`config.mk`:
```
export PLATFORM = sky130hd
export DESIGN_NAME = sparse_mac_pe
export DESIGN_NICKNAME = d
export VERILOG_FILES = /design/src/rtl/sparse_mac_pe.sv
export SDC_FILE = /design/constraint.sdc
export NUM_CORES = 2
export LEC_CHECK = 0
export ABC_AREA = 1
export ABC_CLOCK_PERIOD_IN_PS = 17600
export BUFFER_PORTS_ARGS = -buffer_cell sky130_fd_sc_hd__buf_2
export CAP_MARGIN = 30
export CORE_ASPECT_RATIO = 0.8
export CORE_MARGIN = 2
export CORE_UTILIZATION = 42
export DETAILED_ROUTE_END_ITERATION = 7
export PLACE_DENSITY_LB_ADDON = 0.08
export SLEW_MARGIN = 5
export SYNTH_ARGS = -nofsm -noshare
export SYNTH_HDL_FRONTEND = slang
export SYNTH_SLANG_ARGS = --single-unit
```
`constraint.sdc`:
```
create_clock -name clk -period 17.6 [get_ports clk]
set_input_delay 3.52 -clock clk [delete_from_list [all_inputs] [get_ports clk]]
set_output_delay 3.52 -clock clk [all_outputs]
set_load 0.1 [all_outputs]
```
`src/rtl/sparse_mac_pe.sv`:
```
// sparse_mac_pe: sparse multiply-accumulate PE for the 1D output-stationary
// systolic array. Each beat carries N_LANES sparse entries {val,rowIdx,tag}
// plus one dense vector element. Non-zero lanes are serialised through one
// FP32 multiplier, then accumulated into a per-tag accumulator. Completed
// rows leave through a valid/ready output register.
//
// Optional feature: define OVERLAP_STATS_EN to add the 16-bit saturating
// overlap_cnt output.
//
// Ports:
//   clk, reset_n             clock, async active-low reset
//   in_valid/in_ready        input beat handshake
//   in_val/in_rowIdx/in_tag  per-lane sparse entries, lane k in slice k
//   in_vec                   dense vector element for the beat
//   flush_req                level request to drain all accumulators
//   out_valid/out_ready      output handshake
//   out_sum/out_rowIdx/out_tag  completed row
//   overlap                  pulse: accepted beat had >1 non-zero lane
//   flush_done               pulse at end of flush
//   busy                     pipeline occupied or FSM not in RUN
//   overlap_cnt              (OVERLAP_STATS_EN only) overlapping-beat count

// FP32 multiply, round-to-nearest-even. Zero/denormal inputs give zero,
// exponent overflow gives infinity, underflow flushes to zero.
module fp_multiplier (
  input  logic [31:0] a_i,
  input  logic [31:0] b_i,
  output logic [31:0] p_o
);
  logic [47:0]       prod;
  logic [24:0]       m;
  logic signed [9:0] e;
  logic              g, st, s;

  always_comb begin
    prod = 48'({1'b1, a_i[22:0]}) * 48'({1'b1, b_i[22:0]});
    s    = a_i[31] ^ b_i[31];
    if (prod[47]) begin
      m  = {1'b0, prod[47:24]};
      g  = prod[23];
      st = |prod[22:0];
      e  = $signed({2'b0, a_i[30:23]}) + $signed({2'b0, b_i[30:23]}) - 10'sd126;
    end else begin
      m  = {1'b0, prod[46:23]};
      g  = prod[22];
      st = |prod[21:0];
      e  = $signed({2'b0, a_i[30:23]}) + $signed({2'b0, b_i[30:23]}) - 10'sd127;
    end
    m = m + {24'd0, g & (st | m[0])};
    if (m[24]) begin
      m = m >> 1;
      e = e + 10'sd1;
    end
    p_o = {s, e[7:0], m[22:0]};
    if (a_i[30:23] == 8'd0 || b_i[30:23] == 8'd0 || e <= 10'sd0)
      p_o = {s, 31'd0};
    else if (e >= 10'sd255)
      p_o = {s, 8'hFF, 23'd0};
  end
endmodule

// FP32 add, round-to-nearest-even. Both operands must be non-zero normals;
// the caller bypasses the adder whenever one side would be zero.
module fp_adder (
  input  logic [31:0] a_i,
  input  logic [31:0] b_i,
  output logic [31:0] s_o
);
  logic [31:0]       big, sml;
  logic [7:0]        d;
  logic [26:0]       mbig, msml, msh, v;
  logic [27:0]       sum28;
  logic [24:0]       m;
  logic [4:0]        lz;
  logic              found, stk;
  logic signed [9:0] e;

  always_comb begin
    if (a_i[30:0] >= b_i[30:0]) begin big = a_i; sml = b_i; end
    else                        begin big = b_i; sml = a_i; end
    d     = big[30:23] - sml[30:23];
    mbig  = {1'b1, big[22:0], 3'b000};
    msml  = {1'b1, sml[22:0], 3'b000};
    sum28 = '0;
    lz    = '0;
    found = 1'b0;
    // Align the smaller operand; shifted-out bits collapse into a sticky bit.
    if (d >= 8'd27) begin
      msh = '0;
      stk = 1'b1;
    end else begin
      msh = msml >> d;
      stk = |(msml & ((27'd1 << d) - 27'd1));
    end
    msh[0] = msh[0] | stk;
    e = $signed({2'b0, big[30:23]});
    if (big[31] == sml[31]) begin
      sum28 = {1'b0, mbig} + {1'b0, msh};
      if (sum28[27]) begin
        v = {sum28[27:2], sum28[1] | sum28[0]};
        e = e + 10'sd1;
      end else begin
        v = sum28[26:0];
      end
    end else begin
      v = mbig - msh;
      for (int i = 26; i >= 0; i--) begin
        if (!found && v[i]) begin
          lz    = 5'(26 - i);
          found = 1'b1;
        end
      end
      v = v << lz;
      e = e - $signed({5'b0, lz});
    end
    m = {1'b0, v[26:3]} + {24'd0, v[2] & ((|v[1:0]) | v[3])};
    if (m[24]) begin
      m = m >> 1;
      e = e + 10'sd1;
    end
    s_o = {big[31], e[7:0], m[22:0]};
    if (v == 27'd0 || e <= 10'sd0) s_o = 32'd0;
    else if (e >= 10'sd255)        s_o = {big[31], 8'hFF, 23'd0};
  end
endmodule

module sparse_mac_pe #(
  parameter int N_LANES = 2,
  parameter int IDX_W   = 12,
  parameter int TAG_W   = 1
) (
  input  logic                     clk,
  input  logic                     reset_n,
  input  logic                     in_valid,
  output logic                     in_ready,
  input  logic [32*N_LANES-1:0]    in_val,
  input  logic [IDX_W*N_LANES-1:0] in_rowIdx,
  input  logic [TAG_W*N_LANES-1:0] in_tag,
  input  logic [31:0]              in_vec,
  input  logic                     flush_req,
  output logic                     out_valid,
  input  logic                     out_ready,
  output logic [31:0]              out_sum,
  output logic [IDX_W-1:0]         out_rowIdx,
  output logic [TAG_W-1:0]         out_tag,
  output logic                     overlap,
`ifdef OVERLAP_STATS_EN
  output logic [15:0]              overlap_cnt,
`endif
  output logic                     flush_done,
  output logic                     busy
);
  localparam int NT    = 1 << TAG_W;
  localparam int SEL_W = (N_LANES > 1) ? $clog2(N_LANES) : 1;
  localparam logic [TAG_W-1:0] LAST = TAG_W'(NT - 1);

  typedef enum logic [1:0] {S_RUN, S_DRAIN, S_FLUSH, S_DONE} state_e;

  state_e state_q, state_d;
  logic [TAG_W-1:0] ptr_q, ptr_d;
  logic             rdy_en_q;

  // Beat register
  logic [N_LANES-1:0]            b_pend_q, b_pend_d;
  logic [N_LANES-1:0][31:0]      b_val_q, b_val_d;
  logic [N_LANES-1:0][IDX_W-1:0] b_row_q, b_row_d;
  logic [N_LANES-1:0][TAG_W-1:0] b_tag_q, b_tag_d;
  logic [31:0]                   b_vec_q, b_vec_d;

  // Product register
  logic             p_vld_q, p_vld_d;
  logic [31:0]      p_prod_q, p_prod_d;
  logic [IDX_W-1:0] p_row_q, p_row_d;
  logic [TAG_W-1:0] p_tag_q, p_tag_d;

  // Accumulators
  logic [NT-1:0]            acc_vld_q, acc_vld_d;
  logic [NT-1:0][IDX_W-1:0] acc_row_q, acc_row_d;
  logic [NT-1:0][31:0]      acc_sum_q, acc_sum_d;

  // Output register
  logic             o_vld_q, o_vld_d;
  logic [31:0]      o_sum_q, o_sum_d;
  logic [IDX_W-1:0] o_row_q, o_row_d;
  logic [TAG_W-1:0] o_tag_q, o_tag_d;

  logic overlap_q, overlap_d;

  logic [N_LANES-1:0] lane_nz;
  logic [SEL_W-1:0]   sel;
  logic               sel_found, sel_fire, b_empty, pend_one;
  logic               o_free, acc_stall, accept, multi_nz, adv;
  logic [31:0]        mul_p, add_s;

  // A lane counts as zero for both +0 and -0.
  for (genvar k = 0; k < N_LANES; k++) begin : g_nz
    assign lane_nz[k] = |in_val[32*k +: 31];
  end

  assign multi_nz = (lane_nz & (lane_nz - 1'b1)) != '0;
  assign b_empty  = (b_pend_q == '0);
  assign pend_one = !b_empty && ((b_pend_q & (b_pend_q - 1'b1)) == '0);
  assign o_free   = !o_vld_q || out_ready;
  // A row change needs O; if O stays full the whole front end holds.
  assign acc_stall = p_vld_q && acc_vld_q[p_tag_q] &&
                     (acc_row_q[p_tag_q] != p_row_q) && !o_free;
  assign sel_fire  = !b_empty && !acc_stall;
  assign in_ready  = rdy_en_q && (state_q == S_RUN) &&
                     (b_empty || (pend_one && !acc_stall));
  assign accept    = in_valid && in_ready;

  always_comb begin
    sel       = '0;
    sel_found = 1'b0;
    for (int k = 0; k < N_LANES; k++) begin
      if (!sel_found && b_pend_q[k]) begin
        sel       = SEL_W'(k);
        sel_found = 1'b1;
      end
    end
  end

  fp_multiplier u_mul (.a_i(b_val_q[sel]), .b_i(b_vec_q), .p_o(mul_p));
  fp_adder      u_add (.a_i(acc_sum_q[p_tag_q]), .b_i(p_prod_q), .s_o(add_s));

  always_comb begin
    state_d   = state_q;
    ptr_d     = ptr_q;
    b_pend_d  = b_pend_q;
    b_val_d   = b_val_q;
    b_row_d   = b_row_q;
    b_tag_d   = b_tag_q;
    b_vec_d   = b_vec_q;
    p_vld_d   = p_vld_q;
    p_prod_d  = p_prod_q;
    p_row_d   = p_row_q;
    p_tag_d   = p_tag_q;
    acc_vld_d = acc_vld_q;
    acc_row_d = acc_row_q;
    acc_sum_d = acc_sum_q;
    o_vld_d   = o_vld_q;
    o_sum_d   = o_sum_q;
    o_row_d   = o_row_q;
    o_tag_d   = o_tag_q;
    overlap_d = accept && multi_nz;
    adv       = 1'b0;

    if (o_vld_q && out_ready) o_vld_d = 1'b0;

    // Select stage: lowest pending lane into P.
    if (!acc_stall) begin
      p_vld_d = sel_fire;
      if (sel_fire) begin
        p_prod_d      = mul_p;
        p_row_d       = b_row_q[sel];
        p_tag_d       = b_tag_q[sel];
        b_pend_d[sel] = 1'b0;
      end
    end

    if (accept) begin
      b_pend_d = lane_nz;
      b_val_d  = in_val;
      b_row_d  = in_rowIdx;
      b_tag_d  = in_tag;
      b_vec_d  = in_vec;
    end

    // Accumulate stage. A fresh row loads the product directly so the
    // adder never sees a zero operand.
    if (p_vld_q && !acc_stall) begin
      if (acc_vld_q[p_tag_q] && acc_row_q[p_tag_q] == p_row_q) begin
        acc_sum_d[p_tag_q] = add_s;
      end else begin
        if (acc_vld_q[p_tag_q]) begin
          o_vld_d = 1'b1;
          o_sum_d = acc_sum_q[p_tag_q];
          o_row_d = acc_row_q[p_tag_q];
          o_tag_d = p_tag_q;
        end
        acc_vld_d[p_tag_q] = 1'b1;
        acc_row_d[p_tag_q] = p_row_q;
        acc_sum_d[p_tag_q] = p_prod_q;
      end
    end

    case (state_q)
      S_RUN:   if (flush_req) state_d = S_DRAIN;
      S_DRAIN: if (b_empty && !p_vld_q) begin
        state_d = S_FLUSH;
        ptr_d   = '0;
      end
      S_FLUSH: begin
        // P is empty here, so O is only contended with the consumer.
        adv = 1'b1;
        if (acc_vld_q[ptr_q]) begin
          if (o_free) begin
            o_vld_d          = 1'b1;
            o_sum_d          = acc_sum_q[ptr_q];
            o_row_d          = acc_row_q[ptr_q];
            o_tag_d          = ptr_q;
            acc_vld_d[ptr_q] = 1'b0;
          end else begin
            adv = 1'b0;
          end
        end
        if (adv) begin
          if (ptr_q == LAST) state_d = S_DONE;
          else               ptr_d   = ptr_q + TAG_W'(1);
        end
      end
      S_DONE:  state_d = S_RUN;
      default: state_d = S_RUN;
    endcase
  end

  always_ff @(posedge clk or negedge reset_n) begin
    if (!reset_n) begin
      state_q   <= S_RUN;
      ptr_q     <= '0;
      rdy_en_q  <= 1'b0;
      b_pend_q  <= '0;
      b_val_q   <= '0;
      b_row_q   <= '0;
      b_tag_q   <= '0;
      b_vec_q   <= '0;
      p_vld_q   <= 1'b0;
      p_prod_q  <= '0;
      p_row_q   <= '0;
      p_tag_q   <= '0;
      acc_vld_q <= '0;
      acc_row_q <= '0;
      acc_sum_q <= '0;
      o_vld_q   <= 1'b0;
      o_sum_q   <= '0;
      o_row_q   <= '0;
      o_tag_q   <= '0;
      overlap_q <= 1'b0;
    end else begin
      state_q   <= state_d;
      ptr_q     <= ptr_d;
      rdy_en_q  <= 1'b1;
      b_pend_q  <= b_pend_d;
      b_val_q   <= b_val_d;
      b_row_q   <= b_row_d;
      b_tag_q   <= b_tag_d;
      b_vec_q   <= b_vec_d;
      p_vld_q   <= p_vld_d;
      p_prod_q  <= p_prod_d;
      p_row_q   <= p_row_d;
      p_tag_q   <= p_tag_d;
      acc_vld_q <= acc_vld_d;
      acc_row_q <= acc_row_d;
      acc_sum_q <= acc_sum_d;
      o_vld_q   <= o_vld_d;
      o_sum_q   <= o_sum_d;
      o_row_q   <= o_row_d;
      o_tag_q   <= o_tag_d;
      overlap_q <= overlap_d;
    end
  end

`ifdef OVERLAP_STATS_EN
  logic [15:0] ovl_cnt_q;
  always_ff @(posedge clk or negedge reset_n) begin
    if (!reset_n)                                      ovl_cnt_q <= '0;
    else if (accept && multi_nz && ovl_cnt_q != 16'hFFFF) ovl_cnt_q <= ovl_cnt_q + 16'd1;
  end
  assign overlap_cnt = ovl_cnt_q;
`endif

  assign out_valid  = o_vld_q;
  assign out_sum    = o_sum_q;
  assign out_rowIdx = o_row_q;
  assign out_tag    = o_tag_q;
  assign overlap    = overlap_q;
  assign flush_done = (state_q == S_DONE);
  assign busy       = !b_empty || p_vld_q || o_vld_q || (state_q != S_RUN);
endmodule

```
== Word level (Yosys, flattened, before mapping) ==
Index checks and enable logic that the tools add are counted.

* Flip-flop bits (word level): 311
* Latch bits: 0
* RAM bits: 0
* Bits in read-only memories: 0
* Word-level logic and storage cells: 368
* Memories: 0

* Add/subtract/negate cells: 16
* $mul: 1
* Div/mod/pow operators: 0
* Magnitude comparators: 12
* Equal/unequal tests: 11
* Shift operators: 3
* Muxes and demuxes: 178
* Bitwise logic cells: 17
* Reduce and logical (&&, ||, !) cells: 105

{| class="wikitable"
|+ Operator list
! operator !! number
|-
| $mux 32 || 16
|-
| $mux 12 || 13
|-
| $bwmux 64 || 2
|-
| $mux 31 || 3
|-
| $mux 1 || 86
|-
| $mux 27 || 3
|-
| $mux 64 || 1
|-
| $reduce_or 31->1 || 2
|-
| $mux 5 || 12
|-
| $add 24x1->25 || 2
|-
| $mux 10 || 5
|-
| $mul 24x24->48 || 1
|-
| $mux 23 || 2
|-
| $logic_and 1x1->1 || 44
|-
| $demux 32 s1 || 1
|-
| $logic_not 1->1 || 32
|-
| $mux 4 || 8
|-
| $ge 31x31->1 || 1
|-
| $add 27x27->28 || 1
|-
| $mux 2 || 14
|-
| $and 27x27->27 || 1
|-
| $logic_not 27->1 || 1
|-
| $reduce_or 27->1 || 1
|-
| $shl 1x8->27 const A || 1
|-
| other kinds (48) || 90
|}

== Longest topological paths before layout ==
* Depth in word-level cells: 130
* Mapped depth: 90
* Depth with buffers taken out: 85

== Cells and area by module ==
From an unflattened synthesis, not the netlist that was laid out.

* Cells, all modules: 7349
* Area total of the unflattened synthesis: 49074.6 µm²

{| class="wikitable"
|+ Modules (own cells, without submodules)
! module !! instances !! cells each !! area an instance (µm²) !! seq. area each (µm²)
|-
| fp_multiplier || 1 || 3455 || 23679.0 || 0.0
|-
| sparse_mac_pe || 1 || 1791 || 14719.1 || 7782.5
|-
| fp_adder || 1 || 2103 || 10676.5 || 0.0
|}

== Worst setup path after synthesis ==
Ideal clock, no wire load.

* Path type: register to register
* Start: register b_pend_q[0]
* End: register p_prod_q[11]
* Data arrival time: 13.057 ns
* Data required time: 17.499 ns
* Slack: 4.442 ns
* Cell stages (with the launch flop): 84
* Clock period less this slack: 13.158 ns
* Cells stage by stage: dfrtp_1 inv_1 ha_1 clkbuf_1 buf_1 clkbuf_1 o21ai_1 inv_1 clkbuf_1 nand2_1 fa_1 fa_1 inv_1 fa_1 ha_1 inv_1 fa_1 inv_1 (+48 left out) nor2_1 nand3_1 nor2_1 nand2_1 nor2_2 nand2_1 nor3_1 nand2_1 nor3_1 inv_1 o2111ai_1 nand2_1 a221oi_1 nand2_1 inv_1 nand2_1 clkbuf_1 o32ai_1

* Cells in the longest elaborated chain, start to end: 16

{| class="wikitable"
|+ RTL lines
! what !! line !! source
|-
| start, declared || 164 || <nowiki>logic [N_LANES-1:0] b_pend_q, b_pend_d;</nowiki>
|-
| start signal, assigned || 343 || <nowiki>b_pend_q <= b_pend_d;</nowiki>
|-
| $mux 1 || 216 || <nowiki>if (!sel_found && b_pend_q[k]) begin</nowiki>
|-
| $logic_not 1->1 || 216 ||
|-
| $logic_and 1x1->1 || 216 ||
|-
| $mux 1 || 216 ||
|-
| $mux 32 (implied by the code) (2 in a row) || 223 || <nowiki>fp_multiplier u_mul (.a_i(b_val_q[sel]), .b_i(b_vec_q), .p_o(mul_p));</nowiki>
|-
| $mul 24x24->48 || 36 || <nowiki>prod = 48'({1'b1, a_i[22:0]}) * 48'({1'b1, b_i[22:0]});</nowiki>
|-
| $reduce_or 23->1 or $reduce_or 22->1 (tied branches) || 41, 46 ||
|-
| $mux 1 || 38 || <nowiki>if (prod[47]) begin</nowiki>
|-
| $or 1x1->1 || 49 || <nowiki>m = m + {24'd0, g & (st | m[0])};</nowiki>
|-
| $and 1x1->1 || 49 ||
|-
| $add 24x1->25 || 49 ||
|-
| $mux 10 || 50 || <nowiki>if (m[24]) begin</nowiki>
|-
| $ge 10x9->1 or $le 10x1->1 (tied branches) || 57, 55 ||
|-
| $mux 31 or $logic_or 1x1->1 (tied branches) || 57, 55 ||
|-
| $mux 31 || 55 || <nowiki>if (a_i[30:23] == 8'd0 || b_i[30:23] == 8'd0 || e <= 10'sd0)</nowiki>
|-
| end signal, assigned || 349 || <nowiki>p_prod_q <= p_prod_d;</nowiki>
|-
| end, declared || 172 || <nowiki>logic [31:0] p_prod_q, p_prod_d;</nowiki>
|}

Several ways; a longest one is shown, not always the timed one. The select of a mux whose other input is x is not followed.
A chain may end at the register's enable or synchronous reset.

== Worst setup path in the final report ==
* Start: register b_pend_q[0]
* End: register p_prod_q[21]

Same word-level chain as after synthesis.

==> qor.yml <==
die-area_mm2: 0.108
slowest_delay_ns: 0.58
hp-start: "b_val_q[32]"
cts_tree: "yes"
ios: 177
n_fill_cell: 11008
clk_path_buf_depth: 3
hold_buffers: 0
antenna_left: 0
clk_latency_ns: 0.62
drv_cap: 0
period_minus_slack_ns: 15.86
track_usage_pct: 28.8
wl_um: 155000
max_slew_margin_pct: 35.1
critical_path.slowest_cell: "nand2_1"
fin_nets: 7089
clk_pin_slew_ns: 0.06
worst_slew_pin_slew_ns: 0.972
grt_pass1_wl_um: 241000
regToRegEndpoint: "p_prod_q[21]"
grt_max_degree: 132
post-route-period-util_pct: 90.1
initial_utilization_pct: 42.3
drt_iter0_drc: 3167
yosys.cell_types.count: 75
rr_worst_depth: 77
cpMostUsedCell: "nand2_1"
fmax_mhz: 63.1
ys_ff_latch: 311
worstHoldPathCells: 2
gr-total-overflow: 0
grt_antenna_before_repair: 1
synth_edf_count: 0
htree_levels: 2
postSynthAreaPerCell_um2: 7.19
grt_pass1_vias: 39943
min_to: "b_val_q[32]"
syn_nets: 7047
crit_arrival_ns: 16.35
ys.flop_type: "dfrtp_1"
rows: 106
cp.required_ns: 18.09
globalplace.congestion: 0.948
core_area_mm2: 0.105
async_reset_ff_share_pct: 100
start_kind: "flop"
crit_type: "flop to flop"
num_vias: 40720
outcome: "finished clean"
drive_gt1_share_pct: 8.20
synth_area_mm2: 0.0442
worst_setup_path_end_kind: "flop"
die_x_um: 367
portBuffers: 176
crit_fanout: 29
post-cts-setup-buffers: 0
post_cts_resized: 0
rsz0062_at_grt: "no"
dp_hpwl_um: 122000
synth_seq_area_share_pct: 17.6
ys_warn_count: 0
timing.rr.start: "b_pend_q[0]"
cts_root_buf: "clkbuf_16"
maxSlewViolCount: 0
layout_common_cells: "nand2_1, inv_1, fa_1"
r2r_slack_ns: 1.74
firstDrtPassIters: 7
final_common_cell: "nand2_1"
cp_num_buf_inv: 15
die-height_um: 294
clock_sinks: 311
synth_cells: 6154
clock_skew_ns: 0.0469
finalSetupTns_ns: 0
areaGrowthSynthToFinish_pct: 7.36
drc: 0
setup_viol: 0
hold_viol_final: 0
wl_per_cell_um: 20.4
vias_per_cell: 5.34
crit_family: "simple AND/OR/NAND/NOR gates"
hold_class: "flop to flop"
cts_inserted_buffers: 38
[synthesized netlist by cell type, drive strengths merged (26+ instances only)]
cell type  count  area share, %
nor2         433            4.0
nor3          38           0.45
dfrtp        311             18
o221ai        47           0.93
clkbuf       186            1.6
fa           485             22
o21ai        325            3.7
xor2         122            2.4
xnor2         32           0.63
nand4         77            1.2
o211ai        26           0.44
nand3        393            4.7
ha           281            7.9
or2           41           0.58
buf           54            1.2
a21oi        236            2.7
nand2       1880             16
nor4          27           0.38
inv          995            8.5
[worst register-to-register path: cells and delay by family, from the launching register on]
kind / cells / cell delay, ns
buffers and inverters: 15 / 2.45
AO/OA/AOI/OAI: 14 / 3.47
AND/OR/NAND/NOR: 38 / 5.57
adder cells (fa/ha/maj): 10 / 3.88
flip-flops: 1 / 0.40
[state kept, by name, summed over array words and instances, names as in the netlist]
| signal | count |
|---|---|
| b_row_q | 24 |
| b_tag_q | 2 |
| b_pend_q | 2 |
| ptr_q | 1 |
| p_vld_q | 1 |
| acc_sum_q | 64 |
| p_prod_q | 32 |
| b_vec_q | 32 |
| p_row_q | 12 |
| acc_vld_q | 2 |
| rdy_en_q | 1 |
| out_rowIdx | 12 |
| acc_row_q | 24 |
| out_valid | 1 |
| out_tag | 1 |
| out_sum | 32 |
| overlap | 1 |
| b_val_q | 64 |
| p_tag_q | 1 |
| state_q | 2 |
[stage by stage]
stage / hold slack [ns] / instance area [um2] / std cells / worst slack (ns) / utilization (%)
after floorplan: 0.441 / 44200 / 6154 / 4.44 / -
after global placement: 0.458 / 46100 / 7556 / 1.99 / 44.1
after detailed placement: 0.461 / 46200 / 7558 / 1.48 / 44.2
after CTS: 0.477 / 47400 / 7624 / 1.41 / 45.4
after global routing: 0.497 / 47500 / 7627 / 0.0478 / 45.4
final: 0.474 / 47500 / 7628 / 1.74 / 45.4
[worst max-delay path by stage]
stage	depth (start not counted)	from	slack, ns	endpoint
floorplan	83	b_pend_q[0]	4.44	p_prod_q[11]
global placement	77	b_pend_q[0]	1.99	p_prod_q[7]
finish	77	b_pend_q[0]	1.74	p_prod_q[21]
global route	77	b_pend_q[0]	0.05	p_prod_q[5]
CTS	77	b_pend_q[0]	1.41	p_prod_q[21]
detailed placement	77	b_pend_q[0]	1.48	p_prod_q[21]
[metal layers]
metal | global-route usage (%) | vias up | wire, um
met1 | 42.9 | 19894 | 73700
met5 | 0 | - | 0
met2 | 44.7 | 1337 | 68400
met4 | 6.15 | 0 | 3360
li1 | - | 19321 | -
met3 | 3.45 | 168 | 9870
[kinds of logic after synthesis]
family          share of synthesized area, %
buf+inv                                 11.8
xor+xnor                                3.07
flops                                   17.6
compound gates                          9.69
fa+ha+maj                               29.9
other cells                          0.00848
simple gates                            27.9
mux                                   0.0679
[layout make-up]
class / count / area (um2) / area share, %
clock buffers: 52 / 1060 / 2.24
well taps: 1404 / 1760 / 3.70
multi-input cells: 4570 / 31300 / 65.8
diodes: 2 / 5.00 / 0.0105
repair buffers: 257 / 1590 / 3.35
flip-flops and latches: 311 / 7780 / 16.4
clock inverters: 14 / 188 / 0.395
inverters: 1018 / 3840 / 8.08
Power is left out: the tool's default activity adds up to more than one toggle a clock period on the data nets, which glitch-free logic cannot reach.
